==> config.mk <==
export PLATFORM = sky130hd
export DESIGN_NAME = bg_ram_writer
export DESIGN_NICKNAME = d
export VERILOG_FILES = /design/src/rtl/bg_ram_writer.sv
export SDC_FILE = /design/constraint.sdc
export NUM_CORES = 1
export LEC_CHECK = 0
export ABC_AREA = 1
export CAP_MARGIN = 25
export CORE_AREA = 2 2 93 95
export CTS_CLUSTER_DIAMETER = 40
export DETAILED_ROUTE_END_ITERATION = 16
export DIE_AREA = 0 0 95 97
export MAX_ROUTING_LAYER = met4
export PLACE_DENSITY = 0.76
export SLEW_MARGIN = 40
export SYNTH_ARGS = -nofsm -noshare
export SYNTH_HDL_FRONTEND = slang
export SYNTH_SLANG_ARGS = --single-unit
==> constraint.sdc <==
create_clock -name master_clk -period 2.4 [get_ports master_clk]
set_input_delay 0.24 -clock master_clk [delete_from_list [all_inputs] [get_ports master_clk]]
set_output_delay 0.24 -clock master_clk [all_outputs]
set_load 0.05 [all_outputs]
==> src/rtl/bg_ram_writer.sv <==
// bg_ram_writer: CPU-side access engine for the background tile RAM pair.
// CPU writes are posted into a small FIFO and committed in slots that video
// fetch does not own; CPU reads drain the FIFO, then use a free slot to read
// the RAM. The Z80 WAIT line is pulled low only while the CPU has to stall.
//
// Optional feature macro: BG_WR_FORWARD_EN
//   When defined, a read whose {hi_sel, addr} matches a posted write is
//   answered from the FIFO (newest match wins) without draining or a RAM read.
//
// Handshake: a CPU access is "any select low AND a strobe low". The done flag
// marks that the current access has been served; it is cleared the cycle
// after the strobe or select goes away, so each strobe causes one push/read.
// cpu_wait_n is the Z80-side stall: the CPU must hold its strobe, address and
// data stable while cpu_wait_n is low.
module bg_ram_writer #(
  parameter int FIFO_DEPTH = 4
) (
  input  logic        master_clk,
  input  logic        reset,
  input  logic [10:0] cpu_addr,
  input  logic [7:0]  cpu_din,
  input  logic        bg_cs_lo_n,
  input  logic        bg_cs_hi_n,
  input  logic        z80_wr_n,
  input  logic        z80_rd_n,
  output logic [7:0]  cpu_dout,
  output logic        cpu_wait_n,
  input  logic        vid_slot,
  output logic [10:0] ram_addr,
  output logic [7:0]  ram_din,
  output logic        ram_we_lo,
  output logic        ram_we_hi,
  input  logic [7:0]  ram_q_lo,
  input  logic [7:0]  ram_q_hi,
  output logic [1:0]  dbg_state_o
);

  localparam int AW = (FIFO_DEPTH > 1) ? $clog2(FIFO_DEPTH) : 1;
  localparam int CW = AW + 1;

  typedef struct packed {
    logic        hi;
    logic [10:0] addr;
    logic [7:0]  data;
  } entry_t;

  typedef enum logic [1:0] {
    ST_IDLE     = 2'd0,
    ST_DRAIN    = 2'd1,
    ST_RD_ISSUE = 2'd2,
    ST_RD_CAP   = 2'd3
  } state_t;

  // ---------------------------------------------------------------------
  // CPU access decode
  // ---------------------------------------------------------------------
  logic sel_any;
  logic hi_sel;
  logic acc_any;
  logic wr_acc;
  logic rd_acc;

  // Low byte wins when both selects are low, so hi is used only when lo is idle.
  assign sel_any = ~bg_cs_lo_n | ~bg_cs_hi_n;
  assign hi_sel  = bg_cs_lo_n;
  assign acc_any = sel_any & (~z80_wr_n | ~z80_rd_n);
  assign wr_acc  = sel_any & ~z80_wr_n;
  assign rd_acc  = sel_any & ~z80_rd_n & z80_wr_n;

  // ---------------------------------------------------------------------
  // Write-posting FIFO
  // ---------------------------------------------------------------------
  entry_t         mem_q [FIFO_DEPTH];
  logic [CW-1:0]  wr_ptr_q;
  logic [CW-1:0]  rd_ptr_q;
  logic           fifo_empty;
  logic           fifo_full;
  logic           push;
  logic           pop;
  entry_t         head;

  state_t         state_q;
  state_t         state_d;
  logic           done_q;
  logic           done_d;
  logic [7:0]     cpu_dout_q;
  logic [7:0]     cpu_dout_d;
  logic           rd_hi_q;
  logic           rd_hi_d;

  assign fifo_empty = (wr_ptr_q == rd_ptr_q);
  assign fifo_full  = (wr_ptr_q[AW] != rd_ptr_q[AW]) &&
                      (wr_ptr_q[AW-1:0] == rd_ptr_q[AW-1:0]);

  // Full is judged on the current pointers: a pop in the same cycle does
  // not let a stalled write in until the following cycle.
  assign push = wr_acc & ~done_q & ~fifo_full;

  // The read issue cycle owns the RAM port, so commits pause there.
  assign pop  = ~fifo_empty & ~vid_slot & (state_q != ST_RD_ISSUE);

  assign head = mem_q[rd_ptr_q[AW-1:0]];

  // FIFO storage: written on push, no reset needed (pointers gate validity).
  always_ff @(posedge master_clk) begin
    if (push) begin
      mem_q[wr_ptr_q[AW-1:0]] <= {hi_sel, cpu_addr, cpu_din};
    end
  end

  // FIFO pointers; the extra MSB separates full from empty.
  always_ff @(posedge master_clk or posedge reset) begin
    if (reset) begin
      wr_ptr_q <= '0;
      rd_ptr_q <= '0;
    end else begin
      if (push) wr_ptr_q <= wr_ptr_q + CW'(1);
      if (pop)  rd_ptr_q <= rd_ptr_q + CW'(1);
    end
  end

  // ---------------------------------------------------------------------
  // Optional read forwarding from posted writes
  // ---------------------------------------------------------------------
  logic       fwd_hit;
  logic [7:0] fwd_data;

`ifdef BG_WR_FORWARD_EN
  logic [CW-1:0] fifo_count;
  logic [AW-1:0] fwd_idx;

  assign fifo_count = wr_ptr_q - rd_ptr_q;

  // Walk oldest to newest so the newest matching entry ends up selected.
  always_comb begin
    fwd_hit  = 1'b0;
    fwd_data = 8'h00;
    fwd_idx  = '0;
    for (int i = 0; i < FIFO_DEPTH; i++) begin
      fwd_idx = rd_ptr_q[AW-1:0] + AW'(i);
      if ((CW'(i) < fifo_count) &&
          (mem_q[fwd_idx].hi == hi_sel) &&
          (mem_q[fwd_idx].addr == cpu_addr)) begin
        fwd_hit  = 1'b1;
        fwd_data = mem_q[fwd_idx].data;
      end
    end
  end
`else
  assign fwd_hit  = 1'b0;
  assign fwd_data = 8'h00;
`endif

  // ---------------------------------------------------------------------
  // Read FSM and done flag
  // ---------------------------------------------------------------------

  // State, done flag, read data and captured byte select registers.
  always_ff @(posedge master_clk or posedge reset) begin
    if (reset) begin
      state_q    <= ST_IDLE;
      done_q     <= 1'b0;
      cpu_dout_q <= 8'h00;
      rd_hi_q    <= 1'b0;
    end else begin
      state_q    <= state_d;
      done_q     <= done_d;
      cpu_dout_q <= cpu_dout_d;
      rd_hi_q    <= rd_hi_d;
    end
  end

  // Next-state logic: drain posted writes, issue the RAM read, capture data.
  always_comb begin
    state_d    = state_q;
    done_d     = done_q;
    cpu_dout_d = cpu_dout_q;
    rd_hi_d    = rd_hi_q;

    if (!acc_any) begin
      done_d = 1'b0;
    end else if (push) begin
      done_d = 1'b1;
    end

    unique case (state_q)
      ST_IDLE: begin
        if (rd_acc && !done_q) begin
          if (fwd_hit) begin
            cpu_dout_d = fwd_data;
            done_d     = 1'b1;
          end else if (fifo_empty) begin
            state_d = ST_RD_ISSUE;
          end else begin
            state_d = ST_DRAIN;
          end
        end
      end
      ST_DRAIN: begin
        if (!rd_acc) begin
          state_d = ST_IDLE;
        end else if (fifo_empty) begin
          state_d = ST_RD_ISSUE;
        end
      end
      ST_RD_ISSUE: begin
        if (!rd_acc) begin
          state_d = ST_IDLE;
        end else if (!vid_slot) begin
          state_d = ST_RD_CAP;
          rd_hi_d = hi_sel;
        end
      end
      ST_RD_CAP: begin
        state_d = ST_IDLE;
        if (rd_acc) begin
          cpu_dout_d = rd_hi_q ? ram_q_hi : ram_q_lo;
          done_d     = 1'b1;
        end
      end
      default: state_d = ST_IDLE;
    endcase
  end

  // ---------------------------------------------------------------------
  // RAM port and CPU-side outputs
  // ---------------------------------------------------------------------

  // RAM port mux: read address in the issue slot, otherwise the FIFO head.
  always_comb begin
    ram_addr  = 11'h000;
    ram_din   = 8'h00;
    ram_we_lo = 1'b0;
    ram_we_hi = 1'b0;
    if ((state_q == ST_RD_ISSUE) && !vid_slot) begin
      ram_addr = cpu_addr;
    end else if (pop) begin
      ram_addr  = head.addr;
      ram_din   = head.data;
      ram_we_lo = ~head.hi;
      ram_we_hi = head.hi;
    end
  end

  assign cpu_wait_n  = ~((wr_acc & ~done_q & fifo_full) | (rd_acc & ~done_q));
  assign cpu_dout    = cpu_dout_q;
  assign dbg_state_o = state_q;

endmodule

==> flow_summary.yaml <==
logic_synthesis:
  netlist.top_cell.by_area: "edfxtp_1"
  syn_area_per_cell_sq_um: 10.6
  ys_seq_elements: 98
  synth_area_sq_mm: 0.00426
  ys_warn_count: 0
  ys_seq_area_share_pct: 67.0
  synth_nets: 449
  yosysUniqueCellTypes: 25
  synth_area_leaders: "edfxtp_1, dfrtp_1, o21ai_0, nand2_1, nor2_1"
  syn-instance-count: 402
  synth_top_area_share_pct: 56.4
clock_network:
  post_cts_buffers: 0
  clock_path_buffers: 2
  clkTransAtPathRegs_ns: 0.10
  cts_root_buf: "clkbuf_8"
  cts_tree: "yes"
  htreeDepth: 3
  cts.sinks: 98
  clk_latency_ns: 0.36
  cts_made_buffers: 9
place:
  gp_congestion: 0.781
  post-place-ws_ns: 0.356
  port_buffers: 73
  place_hpwl_um: 5950
worst_setup_path:
  regToRegEndpoint: "mem_q[3][8]$_DFFE_PP_"
  start_kind: "flop"
  r2r_start: "rd_ptr_q[0]$_DFFE_PP0P_"
  end_kind: "primary output"
  required_ns: 2.16
  path_max_fanout: 21
  critPathArrivalTime_ns: 2.02
  reg2reg_slack_ns: 0.59
  worstSetupPathType: "reg2out"
  rr_worst_depth: 7
layout:
  syn_to_final_growth_pct: 30.1
  drive_gt1_share_pct: 13.4
  nFillCells: 581
  layout_common_cells: "edfxtp_1, nand2_1, nor2_1, o21ai_0, clkdlybuf4s50_1"
  final_net_count: 526
  layout_commonest_cell: "edfxtp_1"
  n_antenna_cell: 0
  seq_area_sq_mm: 0.00285
  multi_input_area_sq_mm: 0.00120
routing:
  antenna_left: 0
  viasPerCell: 5.31
  first_pass_iters: 4
  wl_um: 9020
  drc: 0
  via_count: 3128
  avgRoutedWirePerCell_um: 15.3
  drtIter0Drc: 348
power:
  power_frac_comb_pct: 52.9
  peakVddDrop_mv: 0.700
  p_leak_nw: 2.16
  p_sw_w: 0.00309
  power_density_mw_per_mm2: 1280
  intPower_w: 0.00400
  pwr-share-clk_pct: 14.0
  power.share.sequential_pct: 33.1
  swShare_pct: 43.6
sta:
  max_slew_margin_pct: 54.5
  rsz0062_at_grt: "false"
  setup_tns_ns: 0
  fin_ws_ns: 0.145
  finalHoldViolations: 0
  finalCritPeriodShare_pct: 94.0
  skew_ns: 0.0105
  fmax_mhz: 443
  setup_violations: 0
  slew_violations: 0
  worstMarginPinSlew_ns: 0.679
  period_minus_slack_ns: 2.26
floorplan:
  die_width_um: 95
  start_util_pct: 52.4
  io_pins: 74
  dieHeight_um: 97
  row_count: 33
  core-area_sq_mm: 0.00813
  die-area_sq_mm: 0.00922
global_route:
  grt_usage_pct: 21.4
  antenna_found_initial: 0
  grt_max_degree: 31
  grt_pass1_wl_um: 14700
  grt_pass1_vias: 3009
  overflow: 0
job:
  max_cap_violations: 0
min_path:
  hp-class: "in2async"
status:
  status: "finished, final reports clean"
per-stage QoR:
stage | utilization (%) | instance area, sq um | instances | total power, W | hold slack [ns]
after floorplan | - | 4260 | 402 | 0.00461 | 0.179
after global placement | 65.8 | 5350 | 573 | 0.00606 | 0.465
after detailed placement | 65.8 | 5350 | 573 | 0.00614 | 0.480
after CTS | 68.1 | 5540 | 589 | 0.00712 | 0.305
after global routing | 68.1 | 5540 | 589 | 0.00749 | 0.238
final | 68.1 | 5540 | 589 | 0.00709 | 0.191
synthesized netlist by cell type:
master    count
edfxtp_1     80
nand2_1      71
nor2_1       69
o21ai_0      59
inv_1        26
dfrtp_1      18
nand3_1      16
o22ai_1      11
a21oi_1      10
clkbuf_1      9
buf_2         7
ha_1          5
buf_6         3
inv_2         3
nand2_2       3
nand3_2       2
xor2_1        2
clkbuf_2      1
inv_4         1
nand2_4       1
nand4_1       1
nor2_4        1
nor3_1        1
o21ai_1       1
o21bai_1      1
worst max path at each step:
stage,slack [ns],endpoint,startpoint,cells past startpoint
floorplan,0.20,ram_din[0],dbg_state_o[0]$_DFFE_PP0P_,5
global placement,0.42,mem_q[3][0]$_DFFE_PP_,bg_cs_lo_n,7
detailed placement,0.36,mem_q[3][14]$_DFFE_PP_,bg_cs_lo_n,7
CTS,0.02,ram_addr[8],rd_ptr_q[0]$_DFFE_PP0P_,9
global route,0.004,ram_addr[1],rd_ptr_q[0]$_DFFE_PP0P_,9
finish,0.14,ram_addr[0],rd_ptr_q[0]$_DFFE_PP0P_,9
critical path, cell delays in order, from the launching register on:
cell	delay [ns]
dfrtp_1	0.44
inv_4	0.22
nand2_2	0.07
nand2_2	0.09
nand3_2	0.12
nand2_4	0.19
inv_2	0.16
nand2_1	0.10
nand2_1	0.09
buf_12	0.16
logic make-up (layout without fill, tap and decap cells):
| group | after synthesis | after routing | share of synthesized area (%) |
|---|---|---|---|
| adder cells (fa/ha/maj) | 5 | 5 | 1.47 |
| buffers and inverters | 50 | 132 | 5.23 |
| XOR/XNOR | 2 | 2 | 0.411 |
| AO/OA/AOI/OAI | 82 | 82 | 10.0 |
| AND/OR/NAND/NOR | 165 | 165 | 15.9 |
| flip-flops | 98 | 98 | 67.0 |
state kept, by name, summed over array words and instances, names as in the netlist:
signal and flops:
cpu_dout 8, dbg_state_o 2, done_q 1, mem_q 80, rd_hi_q 1, rd_ptr_q 3
wr_ptr_q 3
cell type report:
type	instances	share of cell area, %
tap	105	2.37
clock buffer	9	2.24
clock inverter	7	1.08
inverter	30	2.08
sequential	98	51.5
multi-input combinational	254	21.6
timing repair buffer	86	19.1
timing repair:
item	4_1_cts	5_1_grt
hold buffers	0	0
setup endpoints to repair	0	11
resized for setup	0	1
metal layers:
metal,up-vias,part of all wire (%),track usage (%)
met5,-,0,-
met4,0,2.0,8.14
met3,15,6.5,3.74
met2,118,49,33.3
met1,1481,43,28.2
li1,1514,-,-
power by group through the flow:
stage	combinational, W	clock (W)	sequential, W
floorplan	0.00198	0	0.00263
global placement	0.00369	0	0.00237
detailed placement	0.00375	0	0.00239
CTS	0.00376	0.00100	0.00235
global route	0.00403	0.00107	0.00239
finish	0.00375	0.000993	0.00235
Power figures use the tool's default switching activity.
